$ cat config.mk
export PLATFORM = sky130hd
export DESIGN_NAME = multi_timer
export DESIGN_NICKNAME = d
export VERILOG_FILES = /design/src/rtl/multi_timer_pkg.sv /design/src/rtl/multi_timer_channel.sv /design/src/rtl/multi_timer.sv
export SDC_FILE = /design/constraint.sdc
export NUM_CORES = 1
export LEC_CHECK = 0
export CORE_UTILIZATION = 60
export DETAILED_ROUTE_END_ITERATION = 8
export HOLD_SLACK_MARGIN = 0.03
export PLACE_DENSITY = 0.78
export SLEW_MARGIN = 20
export SYNTH_ARGS = -nofsm -noshare
export SYNTH_HDL_FRONTEND = slang
export SYNTH_HIERARCHICAL = 1
export SYNTH_SLANG_ARGS = --single-unit
$ cat constraint.sdc
create_clock -name clk -period 5.9 [get_ports clk]
set_input_delay 1.475 -clock clk [delete_from_list [all_inputs] [get_ports clk]]
set_output_delay 1.475 -clock clk [all_outputs]
set_load 0.01 [all_outputs]
$ cat src/rtl/multi_timer_pkg.sv
// Shared register offsets, control bit positions and control-word type for multi_timer.
// No logic here, so no latency.
// No flow control; this package only holds definitions.
package multi_timer_pkg;

    localparam logic [2:0] REG_CNT0  = 3'd0;
    localparam logic [2:0] REG_CNT1  = 3'd1;
    localparam logic [2:0] REG_CNT2  = 3'd2;
    localparam logic [2:0] REG_CNT3  = 3'd3;
    localparam logic [2:0] REG_CTRL  = 3'd4;
    localparam logic [2:0] REG_STAT  = 3'd5;
    localparam logic [2:0] REG_PRESC = 3'd6;

    localparam int CTRL_RUN  = 0;
    localparam int CTRL_AUTO = 1;
    localparam int CTRL_IE   = 2;
    localparam int STAT_FLAG = 0;

    // Field order puts run in bit 0, matching the ctrl register layout.
    typedef struct packed {
        logic ie;
        logic auto_rl;
        logic run;
    } ctrl_t;

endpackage

$ cat src/rtl/multi_timer_channel.sv
// One down-counting timer channel: counter/reload, prescaler, ctrl, sticky flag.
// Register writes take effect on the next clk edge; rd_dat is combinational.
// No backpressure: a write strobe is always accepted in the cycle it is presented.
module multi_timer_channel
    import multi_timer_pkg::*;
#(
    parameter int CNT_BYTES = 3
) (
    input  logic       clk,
    input  logic       rst,
    input  logic       wr_en,
    input  logic [2:0] reg_sel,
    input  logic [7:0] wdat,
    input  logic       hsync,
    input  logic       vsync,
    output logic [7:0] rd_dat,
    output logic       irq
);

    localparam int CW = 8 * CNT_BYTES;

    logic [CW-1:0] cnt_q, cnt_d;
    logic [CW-1:0] rld_q, rld_d;
    logic [7:0]    pcnt_q, pcnt_d;
    logic [7:0]    presc_q, presc_d;
    ctrl_t         ctrl_q, ctrl_d;
    logic          flag_q, flag_d;
    logic          tick;
    logic          expire;
    logic          cnt_wr;

    // Next state: prescaler/tick update first, then CPU writes override counter and run.
    always_comb begin
        cnt_d   = cnt_q;
        rld_d   = rld_q;
        pcnt_d  = pcnt_q;
        presc_d = presc_q;
        ctrl_d  = ctrl_q;
        flag_d  = flag_q;
        tick    = 1'b0;
        expire  = 1'b0;
        cnt_wr  = wr_en && ({29'd0, reg_sel} < 32'(CNT_BYTES));

        if (ctrl_q.run) begin
            if (pcnt_q == 8'd0) begin
                tick   = 1'b1;
                pcnt_d = presc_q;
            end else begin
                pcnt_d = pcnt_q - 8'd1;
            end
            // A zero count stops immediately in every mode, so auto-reload cannot spin.
            if (cnt_q == '0) begin
                expire     = 1'b1;
                ctrl_d.run = 1'b0;
            end else if (tick) begin
                if (cnt_q == CW'(1)) begin
                    expire = 1'b1;
                    if (ctrl_q.auto_rl && (rld_q != '0)) begin
                        cnt_d = rld_q;
                    end else begin
                        cnt_d      = '0;
                        ctrl_d.run = 1'b0;
                    end
                end else begin
                    cnt_d = cnt_q - CW'(1);
                end
            end
        end

        // Expiry wins over a same-cycle write-1-to-clear.
        if (wr_en && (reg_sel == REG_STAT) && wdat[STAT_FLAG]) begin
            flag_d = 1'b0;
        end
        if (expire) begin
            flag_d = 1'b1;
        end

        if (cnt_wr) begin
            cnt_d      = cnt_q;
            ctrl_d.run = ctrl_q.run;
            for (int k = 0; k < CNT_BYTES; k++) begin
                if (reg_sel == 3'(k)) begin
                    cnt_d[8*k +: 8] = wdat;
                    rld_d[8*k +: 8] = wdat;
                end
            end
            if (reg_sel == REG_CNT0) begin
                ctrl_d.run = 1'b1;
                pcnt_d     = presc_q;
            end
        end else if (wr_en && (reg_sel == REG_CTRL)) begin
            cnt_d          = cnt_q;
            ctrl_d.run     = wdat[CTRL_RUN];
            ctrl_d.auto_rl = wdat[CTRL_AUTO];
            ctrl_d.ie      = wdat[CTRL_IE];
        end else if (wr_en && (reg_sel == REG_PRESC)) begin
            presc_d = wdat;
        end
    end

    // Channel state registers with synchronous reset.
    always_ff @(posedge clk) begin
        if (rst) begin
            cnt_q   <= '0;
            rld_q   <= '0;
            pcnt_q  <= 8'd0;
            presc_q <= 8'd0;
            ctrl_q  <= '0;
            flag_q  <= 1'b0;
        end else begin
            cnt_q   <= cnt_d;
            rld_q   <= rld_d;
            pcnt_q  <= pcnt_d;
            presc_q <= presc_d;
            ctrl_q  <= ctrl_d;
            flag_q  <= flag_d;
        end
    end

    // Register read mux; count bytes beyond the counter width read as zero.
    always_comb begin
        rd_dat = 8'h00;
        case (reg_sel)
            REG_CNT0, REG_CNT1, REG_CNT2, REG_CNT3: begin
                for (int k = 0; k < CNT_BYTES; k++) begin
                    if (reg_sel == 3'(k)) begin
                        rd_dat = cnt_q[8*k +: 8];
                    end
                end
            end
            REG_CTRL:  rd_dat = {5'b0, ctrl_q};
            REG_STAT:  rd_dat = {4'b0, ~vsync, ~hsync, |cnt_q, flag_q};
            REG_PRESC: rd_dat = presc_q;
            default:   rd_dat = 8'h00;
        endcase
    end

    assign irq = flag_q & ctrl_q.ie;

endmodule

$ cat src/rtl/multi_timer.sv
// CPU-mapped bank of NUM_CH independent down-counting timers on the 8-bit peripheral bus.
// Writes land on the next clk edge; to_cpu is registered, one cycle after ce & ren.
// No backpressure: every qualified bus access completes in its own cycle.
module multi_timer
    import multi_timer_pkg::*;
#(
    parameter int NUM_CH    = 2,
    parameter int CNT_BYTES = 3,
    parameter int ADDR_W    = $clog2(NUM_CH) + 3
) (
    input  logic              clk,
    input  logic              rst,
    input  logic              ce,
    input  logic              wren,
    input  logic              ren,
    input  logic              hsync,
    input  logic              vsync,
    input  logic [ADDR_W-1:0] addr,
    input  logic [7:0]        from_cpu,
    output logic [7:0]        to_cpu,
    output logic [NUM_CH-1:0] irq_vec,
    output logic              timer_int
);

    localparam int CH_W = ADDR_W - 3;

    logic [CH_W-1:0] ch_sel;
    logic [2:0]      reg_sel;
    logic [7:0]      rd_dat [NUM_CH];
    logic [7:0]      to_cpu_q, to_cpu_d;

    assign ch_sel  = addr[ADDR_W-1:3];
    assign reg_sel = addr[2:0];

    for (genvar i = 0; i < NUM_CH; i++) begin : g_ch
        multi_timer_channel #(
            .CNT_BYTES(CNT_BYTES)
        ) u_ch (
            .clk    (clk),
            .rst    (rst),
            .wr_en  (ce && wren && (ch_sel == CH_W'(i))),
            .reg_sel(reg_sel),
            .wdat   (from_cpu),
            .hsync  (hsync),
            .vsync  (vsync),
            .rd_dat (rd_dat[i]),
            .irq    (irq_vec[i])
        );
    end

    // Capture the selected channel's read data only on a qualified read.
    always_comb begin
        to_cpu_d = to_cpu_q;
        if (ce && ren) begin
            to_cpu_d = rd_dat[ch_sel];
        end
    end

    // Read data register; sees pre-write state when a write shares the cycle.
    always_ff @(posedge clk) begin
        if (rst) begin
            to_cpu_q <= 8'h00;
        end else begin
            to_cpu_q <= to_cpu_d;
        end
    end

    assign to_cpu    = to_cpu_q;
    assign timer_int = |irq_vec;

endmodule

==> reports/results.ini <==
[run_status]
status=complete, no violations

[critical_path]
cp.required_ns=6.27
arrival_ns=4.62
timing.setup.critical_path_class=primary input to flip-flop
critPathMaxFanout=15
crit_path_max_incr_delay_ns=0.66
cp_cell_sequence=clkdlybuf4s50_1 > nor2_1 > nand3b_1 > nand2b_1 > o21ai_0 > nand3_1 > a2111oi_0 > a32o_1
worst_setup_path_end_kind=flip-flop
slowest_stage=clkdlybuf4s50_1
startpoint_type=primary input

[logic_synthesis]
async_reset_ff_share_pct=0
synth-seq-cells=144
yosysSeqAreaShare_pct=32.7
synth_most_common_cell=nand2_1
synth_edf_count=0
avgSynthCellArea_um2=7.54
yosys_most_used_dff=dfxtp_1
syn-num-nets=1199
syn_area_mm2=0.00883
synth_top_area_share_pct=32.7
synth.distinct_cells=80
netlist_instances=1171
synth_common_cells=nand2_1, dfxtp_1, a21oi_1
ys_warn_count=6
yosysTopAreaCell=dfxtp_1
ys_top_cells_by_area=dfxtp_1, nand2_1, a21oi_1

[cts]
clock-sinks=144
ctsResizeCount=0
cts_tree=done
path_clk_slew_ns=0.06
post_cts_buffers=0
cts_buffer_depth=2
clock_latency_ns=0.43
cts_made_buffers=17
cts_htree_levels=4
hold_buffers=0
cts-root-buf=clkbuf_16

[drt]
via_per_inst=6.74
wirelength_um=27500
vias=9061
wl_per_cell_um=20.4
drc=0
first_iter_violations=1195
firstDrtPassIters=6
antenna_left=0

[sta]
fin_skew_ns=0.00742
setup_viol=0
rsz0062_at_grt=no
post-route-period-util_pct=72.1
hold_violations=0
timing.final.ws_setup_ns=1.65
fin_tns_setup_ns=0
slew_headroom_pct=28.5
hold-worst-slack_ns=0.476
max_freq_mhz=235
fin_crit_ns=4.25
tightest_slew_ns=1.07
slew_viol_final=0

[placed_design]
place_ws_ns=1.31
gp_congestion=0.995
hpwl_um=18500
io_buffers=29

[global_route]
grt_pass1_wl_um=42800
antenna_found_initial=0
overflow=0
gr-usage-all-layers_pct=37.1
grt_pass1_vias=8046
grt_max_degree=99

[flow_run]
max_cap_viol_count=0

[layout]
syn_to_final_growth_pct=9.53
fill_cells=1210
final_nets=1181
antenna_cells=0
multiInputGateArea_mm2=0.00549
seq_area_mm2=0.00288
layout-drive-gt1-share_pct=7.99

[die]
die_h_um=123
fp.coreArea_mm2=0.0141
ioPinCount=30
rows=43
dieArea_mm2=0.0152
die_w_um=123
initial_core_util_pct=62.6

[power_and_ir_drop]
leakagePower_nw=3.48
worst_ir_drop_vdd_v=0.000209
power.density_mw_per_mm2=377

[hold_path]
hold_class=flip-flop to flip-flop

final timing paths:
check	startpoint	to	slack, ns	cells past startpoint
hold reg to reg	g_ch[1].u_ch/rld_q[2]$_SDFFE_PP0P_	g_ch[1].u_ch/rld_q[2]$_SDFFE_PP0P_	0.48	2
hold / removal	g_ch[1].u_ch/rld_q[2]$_SDFFE_PP0P_	g_ch[1].u_ch/rld_q[2]$_SDFFE_PP0P_	0.48	2
setup / recovery	addr[3]	g_ch[0].u_ch/cnt_q[18]$_SDFFE_PP0P_	1.65	8
setup reg to reg	g_ch[1].u_ch/cnt_q[9]$_SDFFE_PP0P_	g_ch[1].u_ch/cnt_q[7]$_SDFFE_PP0P_	2.74	7
sequential cells by signal, indices dropped and copies added (netlist names):
register and count:
g_ch.u_ch/cnt_q 48, g_ch.u_ch/rld_q 48, g_ch.u_ch/pcnt_q 16, g_ch.u_ch/presc_q 16, to_cpu 8, g_ch.u_ch/ctrl_q 6
g_ch.u_ch/flag_q 2
layout make-up:
cell class	count	area share, %
Tap cell	180	2.33
Clock inverter	9	1.41
Timing Repair Buffer	45	4.30
Multi-Input combinational cell	927	56.8
Clock buffer	21	4.66
Inverter	18	0.699
Sequential cell	144	29.8
worst max-delay path, delay by kind of cell:
family | cells | cell delay [ns]
and+or+nand+nor | 4 | 1.58
AOI/OAI and AO/OA | 3 | 0.90
buffers and inverters | 1 | 0.66
placed cells by master (no fill, tap or decap), types with 5 or more instances in the layout:
cell,n
nand2_1,212
dfxtp_1,144
a21oi_1,139
nor2_1,123
o21ai_0,47
mux2i_1,36
a211oi_1,29
nand3_1,28
clkdlybuf4s50_1,27
nor3_1,26
inv_1,18
clkbuf_16,17
nor4_1,17
a311oi_1,16
xor2_1,16
o41ai_1,16
buf_4,16
a31oi_1,14
xnor2_1,12
nand4_1,11
and3_1,9
or3_1,9
o22ai_1,9
ha_1,9
a211oi_2,8
nor2b_1,8
nand2b_1,8
or4_1,8
a22oi_1,8
and2_1,7
nand3b_1,7
or2_2,6
a221oi_1,6
nor4_4,5
o21a_1,5
stage by stage:
stage	power (mW)	std cells	cell area (um2)	utilization, %
detailed placement	2.50	1314	9080	64.4
floorplan	2.23	1171	8830	-
finish	3.64	1344	9670	68.6
CTS	3.60	1344	9670	68.6
global placement	2.50	1314	9080	64.4
global route	3.82	1344	9670	68.6
where the power goes:
group          leakage, nW  internal (mW)  switching [mW]
combinational         2.03          0.586           0.848
clock                0.279          0.672           0.420
sequential            1.16           1.02          0.0919
cell families after synthesis:
logic type               synth area share [%]
adder cells (fa/ha/maj)                  1.28
XOR/XNOR                                 2.78
flip-flops                               32.7
multiplexers                             4.47
AND/OR/NAND/NOR                          28.8
AO/OA/AOI/OAI                            24.8
buffers and inverters                    5.25
layer usage:
metal	vias up	wire (um)	track usage (%)
met4	0	847	15.8
met1	4179	11600	52.0
li1	4215	-	-
met2	566	11500	53.4
met5	-	0	0
met3	101	3420	9.46
Power figures use the tool's default switching activity.
